<file path="src/rtl/speed_run_pkg.sv">
// Shared types and sizing helpers for the run/pause and speed controller.
package speed_run_pkg;

    // Run-state codes are fixed because they are exported on the state port.
    typedef enum logic [1:0] {
        IDLE  = 2'd0,
        RUN   = 2'd1,
        PAUSE = 2'd2
    } run_state_e;

    localparam int LVL_W_DEFAULT = 32'd3;
    localparam int MAX_LVL       = (32'd1 << LVL_W_DEFAULT) - 32'd1;

    // Highest speed level for a given level width.
    function automatic int max_lvl_of(input int lvl_w);
        return (32'd1 << lvl_w) - 32'd1;
    endfunction

    // Prescaler width able to hold every count of the slowest tick period.
    function automatic int presc_width(input longint base_div, input int lvl_w);
        longint worst;
        worst = base_div << max_lvl_of(lvl_w);
        if (worst > 64'sd1) begin
            return $clog2(worst);
        end else begin
            return 32'd1;
        end
    endfunction

endpackage

</file>
<file path="src/rtl/btn_debounce.sv">
// Two-flop synchroniser, stability-counter debouncer and rising-edge press pulse
// for one raw push-button.
module btn_debounce
    import speed_run_pkg::*;
#(
    parameter int DEB_CYC = 500000
) (
    input  logic clk,
    input  logic rst_n,
    input  logic btn,
    output logic press
);

    localparam int            CW       = (DEB_CYC > 1) ? $clog2(DEB_CYC) : 1;
    localparam logic [CW-1:0] CNT_LAST = CW'(DEB_CYC - 1);
    localparam logic [CW-1:0] CNT_ONE  = CW'(1);

    logic          sync1_r;
    logic          sync2_r;
    logic          deb_r;
    logic          deb_d_r;
    logic [CW-1:0] cnt_r;

    // Synchronise the raw level and accept a change only after DEB_CYC stable cycles.
    always_ff @(posedge clk) begin
        if (!rst_n) begin
            sync1_r <= 1'b0;
            sync2_r <= 1'b0;
            deb_r   <= 1'b0;
            deb_d_r <= 1'b0;
            cnt_r   <= {CW{1'b0}};
        end else begin
            sync1_r <= btn;
            sync2_r <= sync1_r;
            deb_d_r <= deb_r;
            if (sync2_r == deb_r) begin
                cnt_r <= {CW{1'b0}};
            end else if (cnt_r == CNT_LAST) begin
                deb_r <= ~deb_r;
                cnt_r <= {CW{1'b0}};
            end else begin
                cnt_r <= cnt_r + CNT_ONE;
            end
        end
    end

    // Only the debounced rising edge is an event; release produces nothing.
    assign press = deb_r & ~deb_d_r;

endmodule

</file>
<file path="src/rtl/speed_run_ctrl.sv">
// Run/pause state machine, saturating speed level and tick prescaler driven by
// three debounced push-buttons. The datapath advances only on tick.
module speed_run_ctrl
    import speed_run_pkg::*;
#(
    parameter int DEB_CYC   = 500000,
    parameter int BASE_DIV  = 781250,
    parameter int LVL_W     = 3,
    parameter int RESET_LVL = 3
) (
    input  logic             clk,
    input  logic             rst_n,
    input  logic             ena,
    input  logic             pause_btn,
    input  logic             faster_btn,
    input  logic             slower_btn,
    output logic             tick,
    output logic             run,
    output logic [1:0]       state,
    output logic [LVL_W-1:0] speed_lvl
);

    localparam int               PW        = presc_width(BASE_DIV, LVL_W);
    localparam logic [LVL_W-1:0] LVL_MAX   = LVL_W'(max_lvl_of(LVL_W));
    localparam logic [LVL_W-1:0] LVL_RST   = LVL_W'(RESET_LVL);
    localparam logic [LVL_W-1:0] LVL_ZERO  = {LVL_W{1'b0}};
    localparam logic [LVL_W-1:0] LVL_ONE   = LVL_W'(1);
    localparam logic [PW:0]      BASE_W    = (PW+1)'(BASE_DIV);
    localparam logic [PW:0]      ONE_W     = (PW+1)'(1);
    localparam logic [PW-1:0]    PRESC_ONE = PW'(1);

    logic             pause_press_s;
    logic             faster_press_s;
    logic             slower_press_s;
    logic             pause_s;
    logic             faster_s;
    logic             slower_s;
    logic             clear_s;
    logic             lvl_up_s;
    logic             lvl_dn_s;
    logic [PW:0]      period_m1_s;

    run_state_e       state_r;
    run_state_e       state_nxt_s;
    logic [LVL_W-1:0] lvl_r;
    logic [LVL_W-1:0] lvl_nxt_s;
    logic [PW-1:0]    presc_r;
    logic [PW-1:0]    presc_nxt_s;
    logic             tick_r;
    logic             tick_nxt_s;
    logic             run_r;

    btn_debounce #(.DEB_CYC(DEB_CYC)) u_deb_pause (
        .clk   (clk),
        .rst_n (rst_n),
        .btn   (pause_btn),
        .press (pause_press_s)
    );

    btn_debounce #(.DEB_CYC(DEB_CYC)) u_deb_faster (
        .clk   (clk),
        .rst_n (rst_n),
        .btn   (faster_btn),
        .press (faster_press_s)
    );

    btn_debounce #(.DEB_CYC(DEB_CYC)) u_deb_slower (
        .clk   (clk),
        .rst_n (rst_n),
        .btn   (slower_btn),
        .press (slower_press_s)
    );

    // Presses are dropped while the block is disabled.
    assign pause_s  = pause_press_s & ena;
    assign faster_s = faster_press_s & ena;
    assign slower_s = slower_press_s & ena;

    // Both speed buttons together clear the controller unless it is running.
    assign clear_s  = faster_s & slower_s & (state_r != RUN);
    assign lvl_up_s = faster_s & ~slower_s & (lvl_r != LVL_MAX);
    assign lvl_dn_s = slower_s & ~faster_s & (lvl_r != LVL_ZERO);

    // Terminal prescaler count; each level below the top doubles the period.
    assign period_m1_s = (BASE_W << (LVL_MAX - lvl_r)) - ONE_W;

    // Next-state, level, prescaler and tick decisions.
    always_comb begin
        state_nxt_s = state_r;
        lvl_nxt_s   = lvl_r;
        presc_nxt_s = presc_r;
        tick_nxt_s  = 1'b0;
        if (ena) begin
            if (clear_s) begin
                state_nxt_s = IDLE;
                lvl_nxt_s   = LVL_RST;
                presc_nxt_s = {PW{1'b0}};
            end else begin
                case (state_r)
                    IDLE: begin
                        if (pause_s) begin
                            state_nxt_s = RUN;
                            presc_nxt_s = {PW{1'b0}};
                        end else begin
                            state_nxt_s = IDLE;
                        end
                    end
                    RUN: begin
                        if (pause_s) begin
                            state_nxt_s = PAUSE;
                        end else begin
                            state_nxt_s = RUN;
                        end
                    end
                    PAUSE: begin
                        if (pause_s) begin
                            state_nxt_s = RUN;
                        end else begin
                            state_nxt_s = PAUSE;
                        end
                    end
                    default: begin
                        state_nxt_s = IDLE;
                    end
                endcase

                if (lvl_up_s) begin
                    lvl_nxt_s   = lvl_r + LVL_ONE;
                    presc_nxt_s = {PW{1'b0}};
                end else if (lvl_dn_s) begin
                    lvl_nxt_s   = lvl_r - LVL_ONE;
                    presc_nxt_s = {PW{1'b0}};
                end else if ((state_r == RUN) && !pause_s) begin
                    if ({1'b0, presc_r} == period_m1_s) begin
                        presc_nxt_s = {PW{1'b0}};
                        tick_nxt_s  = 1'b1;
                    end else begin
                        presc_nxt_s = presc_r + PRESC_ONE;
                    end
                end else begin
                    tick_nxt_s = 1'b0;
                end
            end
        end else begin
            state_nxt_s = state_r;
            lvl_nxt_s   = lvl_r;
            presc_nxt_s = presc_r;
        end
    end

    // Control registers with synchronous active-low reset.
    always_ff @(posedge clk) begin
        if (!rst_n) begin
            state_r <= IDLE;
            lvl_r   <= LVL_RST;
            presc_r <= {PW{1'b0}};
            tick_r  <= 1'b0;
            run_r   <= 1'b0;
        end else begin
            state_r <= state_nxt_s;
            lvl_r   <= lvl_nxt_s;
            presc_r <= presc_nxt_s;
            tick_r  <= tick_nxt_s;
            run_r   <= (state_nxt_s == RUN);
        end
    end

    assign tick      = tick_r;
    assign run       = run_r;
    assign state     = state_r;
    assign speed_lvl = lvl_r;

endmodule

</file>
<file path="config.mk">
export PLATFORM = sky130hd
export DESIGN_NAME = speed_run_ctrl
export DESIGN_NICKNAME = d
export VERILOG_FILES = /design/src/rtl/speed_run_pkg.sv /design/src/rtl/btn_debounce.sv /design/src/rtl/speed_run_ctrl.sv
export SDC_FILE = /design/constraint.sdc
export NUM_CORES = 1
export LEC_CHECK = 0
export CORE_AREA = 5 5 101 103
export DETAILED_ROUTE_END_ITERATION = 8
export DIE_AREA = 0 0 106 108
export HOLD_SLACK_MARGIN = 0.05
export MAX_ROUTING_LAYER = met4
export PLACE_DENSITY = 0.81
export SLEW_MARGIN = 10
export SYNTH_ARGS = -nofsm -noshare
export SYNTH_HDL_FRONTEND = slang
export SYNTH_HIERARCHICAL = 1
export SYNTH_SLANG_ARGS = --single-unit
export TNS_END_PERCENT = 1
</file>
<file path="constraint.sdc">
create_clock -name clk -period 5.8 [get_ports clk]
set_clock_uncertainty 0.1 [all_clocks]
set_input_delay 1.16 -clock clk [delete_from_list [all_inputs] [get_ports clk]]
set_output_delay 1.16 -clock clk [all_outputs]
set_load 0.02 [all_outputs]
</file>
Word level (Yosys, flattened, before mapping)
Cells that the tools add are included.
{"block": "word_totals", "reg_bits": 103, "input_bits": 6, "out_inout_bits": 7, "elab_cells": 100}
{"block": "op_classes", "n_addsub": 8, "eq_ne": 12, "n_shift": 1, "muxes": 17, "n_bitwise": 26, "reduce_logical": 16}
{"cell": "2-to-1 mux 27 bit", "count": 7}
{"cell": "adder 19 x 1 -> 19 bit (second input constant)", "count": 3}
{"cell": "== test 19 bit (second input constant)", "count": 3}
{"cell": "== test 27 x 28 -> 1 bit", "count": 1}
{"cell": "left shift 20 x 3 -> 28 bit (first input constant)", "count": 1}
{"cell": "subtractor 28 x 1 -> 28 bit (second input constant)", "count": 1}
{"cell": "adder 27 x 1 -> 27 bit (second input constant)", "count": 1}
{"cell": "inverter 1 bit", "count": 14}
{"cell": "bitwise AND 1 bit", "count": 12}
{"cell": "nonzero test 5 bit", "count": 2}
{"cell": "2-to-1 mux 3 bit", "count": 3}
{"cell": "OR reduction 3 bit", "count": 3}
{"cell": "2-to-1 mux 2 bit", "count": 4}
{"cell": "AND reduction 2 bit", "count": 4}
{"cell": "one-hot mux 2 bit (3 select lines)", "count": 1}
{"cell": "nonzero test 3 bit", "count": 2}
{"cell": "OR reduction 6 bit", "count": 1}
{"cell": "== test 2 x 1 -> 1 bit (second input constant)", "count": 2}
{"cell": "adder 3 x 1 -> 3 bit (second input constant)", "count": 1}
{"cell": "== test 1 bit", "count": 3}
{"cell": "inequality test 3 bit (second input constant)", "count": 1}
{"cell": "AND reduction 3 bit", "count": 1}
{"cell": "subtractor 3 x 1 -> 3 bit (second input constant)", "count": 1}
{"cell": "subtractor 3 bit (first input constant)", "count": 1}
{"cell": "6 further kinds", "count": 7}

Depth between registers and ports, before layout
{"block": "depth", "ltp_word": 9, "mapped_depth": 12, "mapped_depth_nobuf": 10}

By module
The synthesis kept the hierarchy.
{"module": "btn_debounce", "n_inst": 3, "cells_per_inst": 112, "area_per_inst_um2": 1028.5, "seq_area_each_um2": 460.4}
{"module": "speed_run_ctrl", "n_inst": 1, "cells_per_inst": 355, "area_per_inst_um2": 2700.1, "seq_area_each_um2": 680.7}

Worst setup path before layout
OpenSTA, ideal clock, no wires.
{"block": "synth_path", "path_kind": "reg2reg", "start": "register lvl_r[0] (netlist: speed_lvl[0])", "end": "register presc_r[23]", "setup_ps": 125, "t_arrival_ps": 2395, "required_ps": 5575, "path_slack_ps": 3180, "path_stages_with_launch": 12, "n_path_buf": 2, "period_less_slack_ps": 2620, "path_cell_list": "dfxtp_1 > buf_4 > nand3_1 > ha_1 > xnor2_1 > a31oi_1 > nand4b_1 > nor4_4 > nand4b_4 > buf_6 > a32oi_1 > o41ai_1"}
{"block": "synth_between", "elab_chain_cells": 9, "word_cells_on_any_way": 16, "classes_between": "2 x add/sub; 2 x eq/ne; 1 x shift; 5 x mux; 2 x bitwise; 4 x reduce/logical"}
{"element": "from (decl)", "line_no": "speed_run_ctrl.sv:45", "rtl": "logic [LVL_W-1:0] lvl_r;"}
{"element": "from (signal assigned)", "line_no": "speed_run_ctrl.sv:161", "rtl": "lvl_r <= lvl_nxt_s;"}
{"element": "subtractor 3 bit", "line_no": "speed_run_ctrl.sv:85", "rtl": "assign period_m1_s = (BASE_W << (LVL_MAX - lvl_r)) - ONE_W;"}
{"element": "left shift 20 x 3 -> 28 bit", "line_no": "speed_run_ctrl.sv:85"}
{"element": "subtractor 28 x 1 -> 28 bit", "line_no": "speed_run_ctrl.sv:85"}
{"element": "== test 27 x 28 -> 1 bit", "line_no": "speed_run_ctrl.sv:134", "rtl": "if ({1'b0, presc_r} == period_m1_s) begin"}
{"element": "2-to-1 mux 27 bit", "line_no": "speed_run_ctrl.sv:134"}
{"element": "2-to-1 mux 27 bit", "line_no": "speed_run_ctrl.sv:133", "rtl": "end else if ((state_r == RUN) && !pause_s) begin"}
{"element": "2-to-1 mux 27 bit", "line_no": "speed_run_ctrl.sv:130", "rtl": "end else if (lvl_dn_s) begin"}
{"element": "2-to-1 mux 27 bit", "line_no": "speed_run_ctrl.sv:127", "rtl": "if (lvl_up_s) begin"}
{"element": "2-to-1 mux 27 bit", "line_no": "speed_run_ctrl.sv:94", "rtl": "if (clear_s) begin"}
{"element": "to (signal assigned)", "line_no": "speed_run_ctrl.sv:156", "rtl": "presc_r <= {PW{1'b0}};"}
{"element": "to (signal assigned)", "line_no": "speed_run_ctrl.sv:162", "rtl": "presc_r <= presc_nxt_s;"}
{"element": "to (decl)", "line_no": "speed_run_ctrl.sv:47", "rtl": "logic [PW-1:0] presc_r;"}
Parallel ways exist; a longest one is shown, timed or not.
A chain may end at the register's enable or synchronous reset.

Final worst setup path
{"block": "layout_path", "start": "register lvl_r[1] (netlist: speed_lvl[1])", "end": "register presc_r[18]"}
Same word-level chain as after synthesis.

==> results.md <==
- Total GRT Usage: 23.1%
- Unrepaired setup endpoints after global routing: no
- Filler cell count: 765
- Diodes inserted: 0
- Port bufs: 12
- MaxCap Viol Count: 0
- Hold WC Path Type: reg2reg
- Max Fanout on Critical Path: 26
- Final WL: 12800 um
- Maximum VDD drop: 153 uV
- FF-to-FF End: presc_r[18]
- Syn Nets: 703
- Status: completed
- CTS tree: built
- Post-DR vias/cell: 6.29
- Pin count of the biggest net entering global routing: 29
- Initial antenna violation count: 0
- Slowest CP cell: dfxtp_1
- Hold buffer count at CTS: 0
- Die Ht: 108 um
- Fmax achieved: 0.285 GHz
- Synth Instances: 691
- H-Tree Depth: 3
- Hold Crit Start: u_deb_pause/sync1_r
- Syn_area_per_cell: 8.37 um2
- Switching power share of the total: 23.1%
- Register Area: 0.00206 mm2
- Seq/Total Area, Yosys: 35.6%
- Clock share of power: 36.0%
- Internal power: 0.876 mW
- Worst path bufs/invs: 1
- Hold Path Sink: u_deb_pause/sync2_r
- Root Driver: clkbuf_8
- Post-CTS Setup Bufs: 0
- Via count: 5018
- IO Pins: 13
- CTS Buf Count: 9
- Antenna Nets Post-Route: 0
- CP Launch Type: register
- DRC: 0
- Post-layout minimum cycle time: 3.51 ns
- Crit Path Class: reg2reg
- Setup_tns: 0 ns
- Switching power: 0.264 mW
- Area grow syn2layout: 4.15%
- Worst r2r src: speed_lvl[1]
- Insertion delay to the later sink of the worst-skew pair: 0.37 ns
- FF-to-FF path depth: 10
- Post-synth EDFFs: 0
- Reg clk slew, reported paths: 0.10 ns
- Final #Nets: 695
- Post-Syn Area: 0.00579 mm2
- Core Footprint: 0.00911 mm2
- Initial Utilization: 63.5%
- Final Total Pwr: 1.14 mW
- Layout cells sized above 1: 7.86%
- Gate power share: 1.6%
- Yosys cell types: 76
- Tightest Pin Transition: 0.931 ns
- Leakage power: 1.94 nW
- GPL Wtd Cong: 0.902
- Final hold violation count: 0
- Final period utilization: 60.5%
- Detailed placer's ending HPWL: 9020 um
- Final Core Density: 66.2%
- Routed length per instance: 16.0 um
- Post-route cell area: 0.00603 mm2
- Worst Slack Setup Final: 2.29 ns
- Die Wd: 106 um
- Post-synth top flop: dfxtp_1
- Post-synth ARST share: 0%
- Pre-antenna DRT Iters: 5
- First-pass GRT wire length: 21300 um
- Final Slew Violations: 0
- Crit path arrival time: 3.67 ns
- Share of power burned in registers: 62.4%
- Vias in the first global route: 4663
- Slew headroom: 37.9%
- DRT iter0 DRCs: 241
- Post-CTS resize count: 0
- R2r setup slk: 2.29 ns
- DP Worst Slack: 2.36 ns
- Crit-path max cell delay: 0.94 ns
- Worst Setup End Kind: register
- Crit-path leading delay family: simple AND/OR/NAND/NOR gates
- Required time of the critical path: 5.96 ns
- Die area: 0.0114 mm2
- Post-synthesis register bit count: 103
- Yosys Warn Count: 6
- Clock buffer depth: 2
- Row count: 35
- Power per cell area: 189 mW/mm2
- Multi-input gate area: 0.00342 mm2
- Cell Area, Placed: 0.00586 mm2
- Critical Path, Cell by Cell: and3b_1, inv_1, ha_1, xnor2_1, a31oi_1, nand4b_1, nor4_4, nand4b_4, and2_1, a31o_1
- Num Clock Sinks: 103
- WHS Path Cells: 1
- Setup Viol. Count Final: 0
- Overflow after GRT: 0
[flip-flops by register name, summed over array words and instances, names as in the netlist, 2 cells and up]
| register | cells |
|---|---|
| presc_r | 27 |
| u_deb_faster/cnt_r | 19 |
| state | 2 |
| speed_lvl | 3 |
| u_deb_slower/cnt_r | 19 |
| u_deb_pause/cnt_r | 19 |
[synthesized netlist by cell type (3+ instances only)]
cell type | instances | share of area [%]
mux2i_1 | 8 | 1.4
or4_1 | 4 | 0.52
o21ai_0 | 22 | 1.9
and3b_1 | 3 | 0.45
nor2b_1 | 12 | 1.3
nor4_1 | 13 | 1.4
o31ai_4 | 3 | 1.1
ha_1 | 5 | 1.1
buf_2 | 6 | 0.52
o41ai_1 | 4 | 0.61
inv_1 | 26 | 1.7
buf_4 | 4 | 0.52
and3_2 | 3 | 0.39
nand4_1 | 24 | 2.6
a32oi_1 | 3 | 0.45
a21oi_1 | 20 | 1.7
nor2_1 | 69 | 4.5
o2111ai_1 | 3 | 0.45
o21ai_1 | 10 | 0.87
a21boi_0 | 3 | 0.39
o2bb2ai_1 | 3 | 0.45
o22ai_1 | 3 | 0.32
nor3b_1 | 3 | 0.39
o31ai_1 | 9 | 1.2
nand2_1 | 72 | 4.7
dfxtp_1 | 103 | 36
and4_1 | 7 | 1.1
or3_1 | 8 | 0.87
a31oi_1 | 10 | 1.1
and2_1 | 14 | 1.5
a22oi_1 | 6 | 0.78
clkbuf_1 | 15 | 0.97
nand3_2 | 6 | 1.0
buf_6 | 7 | 1.4
nor3_1 | 19 | 1.6
nand3_1 | 33 | 2.9
and3_1 | 15 | 1.6
xnor2_1 | 35 | 5.3
or2_2 | 4 | 0.43
nand2b_1 | 4 | 0.43
nand4_4 | 3 | 1.1
or4_4 | 6 | 1.2
o21a_1 | 3 | 0.39
nand4_2 | 3 | 0.65
xor2_1 | 17 | 2.6
[worst reg2reg max path, cell delays in order, from the launching register on]
cell and delay, ns:
dfxtp_1 0.94, and3b_1 0.38, inv_1 0.07, ha_1 0.29, xnor2_1 0.13, a31oi_1 0.19
nand4b_1 0.19, nor4_4 0.24, nand4b_4 0.37, and2_1 0.32, a31o_1 0.20
[power by group through the flow]
stage / Sequential, mW / Combinational, mW / Clock, mW
after global placement: 0.727 / 0.0179 / 0
after CTS: 0.711 / 0.0186 / 0.425
after floorplan: 0.727 / 0.0130 / 0
after global routing: 0.712 / 0.0204 / 0.453
after detailed placement: 0.727 / 0.0184 / 0
final: 0.711 / 0.0187 / 0.411
[cell type report]
cell class / instances / share of cell area (%)
Inverter: 28 / 1.74
Clock buffer: 10 / 2.12
Sequential cell: 103 / 34.2
Multi-Input combinational cell: 528 / 56.8
Timing Repair Buffer: 13 / 2.12
Tap cell: 111 / 2.30
Clock inverter: 5 / 0.685
[worst max path at each step]
stage / start / endpoint / slack [ns] / cells after the start
6_report: speed_lvl[1] / presc_r[18] / 2.29 / 10
5_1_grt: speed_lvl[2] / presc_r[7] / 1.98 / 10
4_1_cts: speed_lvl[1] / presc_r[18] / 2.37 / 10
3_5_place_dp: ena / presc_r[23] / 2.36 / 5
3_3_place_gp: rst_n / presc_r[23] / 2.43 / 4
2_1_floorplan: speed_lvl[0] / presc_r[23] / 3.18 / 11
[cells by family (layout without fill, tap and decap cells)]
kind of cell,after synthesis,after routing,synth area share (%)
adder cells (fa/ha/maj),6,6,1.43
XOR/XNOR,52,52,7.87
buffers and inverters,60,56,5.19
multiplexers,8,8,1.38
AO/OA/AOI/OAI,124,124,15.3
flip-flops,103,103,35.6
AND/OR/NAND/NOR,338,338,33.2
[metrics by stage]
step | std cells | hold WS [ns]
detailed placement | 783 | 0.325
finish | 798 | 0.349
floorplan | 691 | 0.312
CTS | 798 | 0.359
global placement | 783 | 0.315
global route | 798 | 0.367
[placed cells by master, fill, tap and decap left out, types with 15 or more instances in the layout]
| master | instances |
|---|---|
| dfxtp_1 | 103 |
| nand2_1 | 72 |
| nor2_1 | 69 |
| xnor2_1 | 35 |
| nand3_1 | 33 |
| inv_1 | 26 |
| nand4_1 | 24 |
| o21ai_0 | 22 |
| a21oi_1 | 20 |
| nor3_1 | 19 |
| xor2_1 | 17 |
| and3_1 | 15 |
[metal layers]
metal | vias up | track usage, % | share of wire [%]
li1 | 2473 | - | -
met3 | 41 | 4.12 | 4.2
met2 | 140 | 39.3 | 48
met4 | 0 | 11.3 | 4.3
met5 | - | - | 0
met1 | 2364 | 26.5 | 43
Note: power is estimated with default switching activity, not from simulation.
